File: src/rtl/mux2_arb_pkg.sv
// Shared types and constants for the two-input round-robin mux arbiter.
package mux2_arb_pkg;

    typedef enum logic [1:0] {
        IDLE  = 2'd0,
        GNT_A = 2'd1,
        GNT_B = 2'd2
    } state_t;

    localparam logic SEL_A = 1'b0;
    localparam logic SEL_B = 1'b1;

endpackage

File: src/rtl/mux2to1_wide.sv
// Purely combinational W-bit 2:1 multiplexer.
module mux2to1_wide #(
    parameter int W = 9
) (
    input  logic [W-1:0] in0,
    input  logic [W-1:0] in1,
    input  logic         sel,
    output logic [W-1:0] out
);

    always_comb begin
        out = sel ? in1 : in0;
    end

endmodule

File: src/rtl/mux2_rr_arbiter.sv
// Round-robin packet arbiter for two valid/ready streams feeding one registered output.
// The mux select is locked for a whole packet; an optional beat guard forces release.
module mux2_rr_arbiter
    import mux2_arb_pkg::*;
#(
    parameter int W         = 8,
    parameter int MAX_BEATS = 16
) (
    input  logic         clk,
    input  logic         rst,
    input  logic         a_valid,
    input  logic [W-1:0] a_data,
    input  logic         a_last,
    output logic         a_ready,
    input  logic         b_valid,
    input  logic [W-1:0] b_data,
    input  logic         b_last,
    output logic         b_ready,
    output logic         y_valid,
    output logic [W-1:0] y_data,
    output logic         y_last,
    output logic         y_src,
    input  logic         y_ready,
    output logic         sel,
    output logic         busy,
    output logic         trunc
);

    localparam int CNT_W = (MAX_BEATS > 0) ? $clog2(MAX_BEATS + 1) : 1;
    localparam logic [CNT_W-1:0] CNT_LAST = CNT_W'(MAX_BEATS - 1);

    state_t           state_q, state_d;
    logic             ptr_q, ptr_d;
    logic [CNT_W-1:0] cnt_q, cnt_d;
    logic             sel_q, sel_d;
    logic             trunc_q, trunc_d;
    logic [W:0]       mux_out;
    logic             accept;
    logic             beat_last;

    mux2to1_wide #(
        .W(W + 1)
    ) u_mux (
        .in0 ({a_last, a_data}),
        .in1 ({b_last, b_data}),
        .sel (sel_q),
        .out (mux_out)
    );

    // Ready only while the output slot is free or draining this cycle.
    always_comb begin
        a_ready   = (state_q == GNT_A) && (!y_valid || y_ready);
        b_ready   = (state_q == GNT_B) && (!y_valid || y_ready);
        accept    = (a_valid && a_ready) || (b_valid && b_ready);
        beat_last = mux_out[W];
        busy      = (state_q != IDLE);
        sel       = sel_q;
        trunc     = trunc_q;
    end

    always_comb begin
        state_d = state_q;
        ptr_d   = ptr_q;
        cnt_d   = cnt_q;
        sel_d   = sel_q;
        trunc_d = 1'b0;
        unique case (state_q)
            IDLE: begin
                // ptr holds the last served source; on a tie the other one wins.
                if (a_valid && (!b_valid || ptr_q)) begin
                    state_d = GNT_A;
                    ptr_d   = SEL_A;
                    sel_d   = SEL_A;
                end else if (b_valid) begin
                    state_d = GNT_B;
                    ptr_d   = SEL_B;
                    sel_d   = SEL_B;
                end
            end
            GNT_A, GNT_B: begin
                if (accept) begin
                    if (beat_last) begin
                        state_d = IDLE;
                        cnt_d   = '0;
                    end else if (MAX_BEATS != 0 && cnt_q == CNT_LAST) begin
                        state_d = IDLE;
                        cnt_d   = '0;
                        trunc_d = 1'b1;
                    end else if (MAX_BEATS != 0) begin
                        cnt_d = cnt_q + 1'b1;
                    end
                end
            end
            default: begin
                state_d = IDLE;
                cnt_d   = '0;
            end
        endcase
    end

    always_ff @(posedge clk or posedge rst) begin
        if (rst) begin
            state_q <= IDLE;
            ptr_q   <= 1'b1;
            cnt_q   <= '0;
            sel_q   <= SEL_A;
            trunc_q <= 1'b0;
        end else begin
            state_q <= state_d;
            ptr_q   <= ptr_d;
            cnt_q   <= cnt_d;
            sel_q   <= sel_d;
            trunc_q <= trunc_d;
        end
    end

    always_ff @(posedge clk or posedge rst) begin
        if (rst) begin
            y_valid <= 1'b0;
            y_data  <= '0;
            y_last  <= 1'b0;
            y_src   <= 1'b0;
        end else if (accept) begin
            y_valid <= 1'b1;
            y_data  <= mux_out[W-1:0];
            y_last  <= mux_out[W];
            y_src   <= sel_q;
        end else if (y_ready) begin
            y_valid <= 1'b0;
        end
    end

endmodule
File: config.mk
export PLATFORM = sky130hd
export DESIGN_NAME = mux2_rr_arbiter
export DESIGN_NICKNAME = d
export VERILOG_FILES = /design/src/rtl/mux2_arb_pkg.sv /design/src/rtl/mux2to1_wide.sv /design/src/rtl/mux2_rr_arbiter.sv
export SDC_FILE = /design/constraint.sdc
export NUM_CORES = 1
export LEC_CHECK = 0
export BUFFER_PORTS_ARGS = -buffer_cell sky130_fd_sc_hd__buf_2
export CAP_MARGIN = 20
export CORE_MARGIN = 5
export CORE_UTILIZATION = 30
export DETAILED_ROUTE_END_ITERATION = 8
export PLACE_DENSITY_LB_ADDON = 0.3
export SKIP_CTS_REPAIR_TIMING = 1
export SLEW_MARGIN = 20
export SYNTH_ARGS = -nofsm -noshare
export SYNTH_HDL_FRONTEND = slang
export SYNTH_HIERARCHICAL = 1
export SYNTH_SLANG_ARGS = --single-unit
export TNS_END_PERCENT = 50
File: constraint.sdc
create_clock -name clk -period 1.8 [get_ports clk]
set_input_delay 0.18 -clock clk [delete_from_list [all_inputs] [get_ports clk]]
set_output_delay 0.18 -clock clk [all_outputs]
set_load 0.05 [all_outputs]
==> qor.txt <==
Int Power: 1.38 mW
crit path capture type: register
WL final: 2.73 mm
dominant cell type by area after synthesis: dfrtp_1
FMAX: 602 MHz
synthesized flop and latch total: 21
CP Launch Type: register
Top Family by Delay on Critical Path: flip-flops
Seq/Total Area, Yosys: 45.2%
post-synthesis adder-cell area fraction: 4.29%
ranking of synthesized cells by area: dfrtp_1 43%, mux2_4 13%, nand2_1 12%
syn_area_per_cell: 9.80 µm²
initial antenna violation count: 0
port buffer count: 38
most frequent cell after synthesis: nand2_1
critical path data required time: 1.94 ns
first-pass GRT wire length: 4.57 mm
combinational share of power: 60.9%
CTS tree: done
number of synthesized flops with an enable pin: 0
sequential share of power: 28.0%
Final ANT Viol Nets: 0
die area: 5230 µm²
Initial Utilization: 31.4%
CTS H-tree depth: 1
predominant post-synthesis flop cell: dfrtp_1
sw frac: 50.3%
post-synthesis simple-gate area fraction: 20.8%
relative slew slack: 63.8%
mux share of post-synthesis cell area: 13.7%
Vias/cell: 4.70
VDD IR max: 810 µV
fillers: 382
# setup viols final: 0
Syn Inst Count: 119
Worst Path Arrival: 1.81 ns
Clk pwr share: 11.0%
largest family of logic cells by synthesized area: simple AND/OR/NAND/NOR gates
fin crit period: 1.66 ns
pin count of the biggest net entering global routing: 22
largest fanout on the critical path: 4
setup TNS: 0 ns
Boundary Pins: 39
CP max stage delay: 0.40 ns
FF-to-FF setup slack: 0.14 ns
nets: 192
Power Density: 1860 nW/µm²
CTS clock-pin slew for the worst setup and hold paths: 0.08 ns
register area: 528 µm²
share of flip-flops with an asynchronous set or reset: 100%
Setup CP Type: reg2reg
share of cells above drive strength 1: 39.0%
Setup WS post-layout: 0.138 ns
Num CTS Buffers: 3
CP Cell Sequence: inv_1 -> ha_1 -> a22oi_2 -> or2_4 -> a21oi_4 -> mux2_4
core area: 3720 µm²
CTS sink count: 21
area occupied by multi-input gates: 583 µm²
CTS root buf: clkbuf_8
Setup WS pre-CTS: 0.116 ns
DRC Markers: 0
Clock Latency Late Sink: 0.26 ns
Final HPWL DP: 2.20 mm
share of the synthesized area in the top cell type: 42.9%
vias after detailed routing: 997
total grt overflow: 0
Final Hold Viols: 0
post-synthesis cell area: 1170 µm²
TritonRoute pass-1 iters: 4
max cap viols: 0
gr usage total: 11.0%
vias in the first global route: 1036
WP buf/inv: 1
Slew @ Worst Pin: 0.536 ns
clock buffer depth: 2
Static Leakage: 0.796 nW
Synthesized Nets: 146
critical path's slowest cell: dfrtp_1
Compound-Gate Fraction of Synth Area: 10.7%
clock skew: 0.00469 ns
Synth Area in XOR/XNOR: 0%
Diodes inserted: 0
RSZ-0062 raised after global routing: false
Iter 0 DRT Violations: 30
Yosys cell types: 32
Die Y: 72.3 µm
Hold WC Path Type: in2reg
Die W: 72.3 µm
Layout Area Growth over Synthesis: 28.0%
Tcrit/Tclk final: 92.3%
Placer Congestion: 0.792
sw power: 1.39 mW
status: finished clean
Ys Warns: 6
commonest cells in the netlist: 36 x nand2_1, 20 x dfrtp_1, 10 x mux2_4, 8 x inv_1, 5 x a21oi_1
row count: 22
drt wl/cell: 12.9 µm
Final Max Tran Viols: 0
placed cells by master, fill, tap and decap left out, types with 2 or more instances in the layout:
| master | count |
|---|---|
| buf_2 | 38 |
| nand2_1 | 36 |
| dfrtp_1 | 19 |
| mux2_4 | 10 |
| inv_1 | 8 |
| buf_4 | 6 |
| a21oi_1 | 5 |
| nand3_1 | 4 |
| ha_1 | 4 |
| o21ai_0 | 3 |
| clkbuf_8 | 3 |
| a22o_1 | 2 |
| and2_1 | 2 |
| nor3_1 | 2 |
routing by layer:
| layer | up-vias | global-route usage, % | wire, µm |
|---|---|---|---|
| li1 | 490 | - | - |
| met1 | 482 | 11.8 | 1030 |
| met2 | 21 | 21.0 | 1570 |
| met3 | 4 | 1.52 | 77 |
| met4 | 0 | 4.80 | 45 |
| met5 | - | 0 | 0 |
through the flow:
stage | utilization [%] | instance area, µm² | total power [mW] | instances | hold slack (ns)
after CTS | 39.8 | 1480 | 2.79 | 211 | -0.0511
after floorplan | - | 1170 | 2.08 | 119 | 0.156
after global routing | 40.2 | 1490 | 2.97 | 212 | 0.226
after detailed placement | 38.5 | 1430 | 2.48 | 207 | 0.228
final | 40.2 | 1490 | 2.77 | 212 | 0.200
after global placement | 38.5 | 1430 | 2.45 | 207 | 0.227
power groups by stage:
| stage | clock network (mW) | registers (mW) | logic (mW) |
|---|---|---|---|
| 6_report | 0.306 | 0.777 | 1.69 |
| 5_1_grt | 0.340 | 0.804 | 1.83 |
| 4_1_cts | 0.316 | 0.778 | 1.70 |
| 3_5_place_dp | 0 | 0.785 | 1.70 |
| 3_3_place_gp | 0 | 0.780 | 1.67 |
| 2_1_floorplan | 0 | 1.21 | 0.869 |
worst min-delay path, cell delays in order:
cell	delay (ns)
buf_2	0.13
nand2_1	0.07
o21ai_0	0.07
final timing paths:
kind | start | to | cells after the start
worst min register to register | y_last | y_last | 2
max in group asynchronous | rst | ptr_q | 4
worst max-delay path | state_q[0] | cnt_q[0] | 6
min in group asynchronous | rst | state_q[1] | 4
worst max register to register | state_q[0] | cnt_q[0] | 6
worst min-delay path | b_valid | ptr_q | 3
registers in the layout, indices dropped and copies added, names as in the netlist:
signal / count
ptr_q: 1
sel: 1
trunc: 1
y_valid: 1
cnt_q: 5
state_q: 2
y_data: 8
y_last: 1
y_src: 1
cells by family (layout without fill, tap and decap cells):
logic type / Yosys count / after routing
mux: 11 / 11
simple gates: 54 / 54
fa+ha+maj: 4 / 4
flops: 21 / 21
compound gates: 17 / 17
buf+inv: 12 / 57
area by class of cell:
| cell class | count | area share [%] |
|---|---|---|
| multi-input combinational | 86 | 39.1 |
| sequential | 21 | 35.4 |
| timing repair buffer | 45 | 16.4 |
| tap | 48 | 4.02 |
| clock buffer | 3 | 2.77 |
| inverter | 8 | 2.01 |
| clock inverter | 1 | 0.335 |
(Power assumes the default switching activity.)
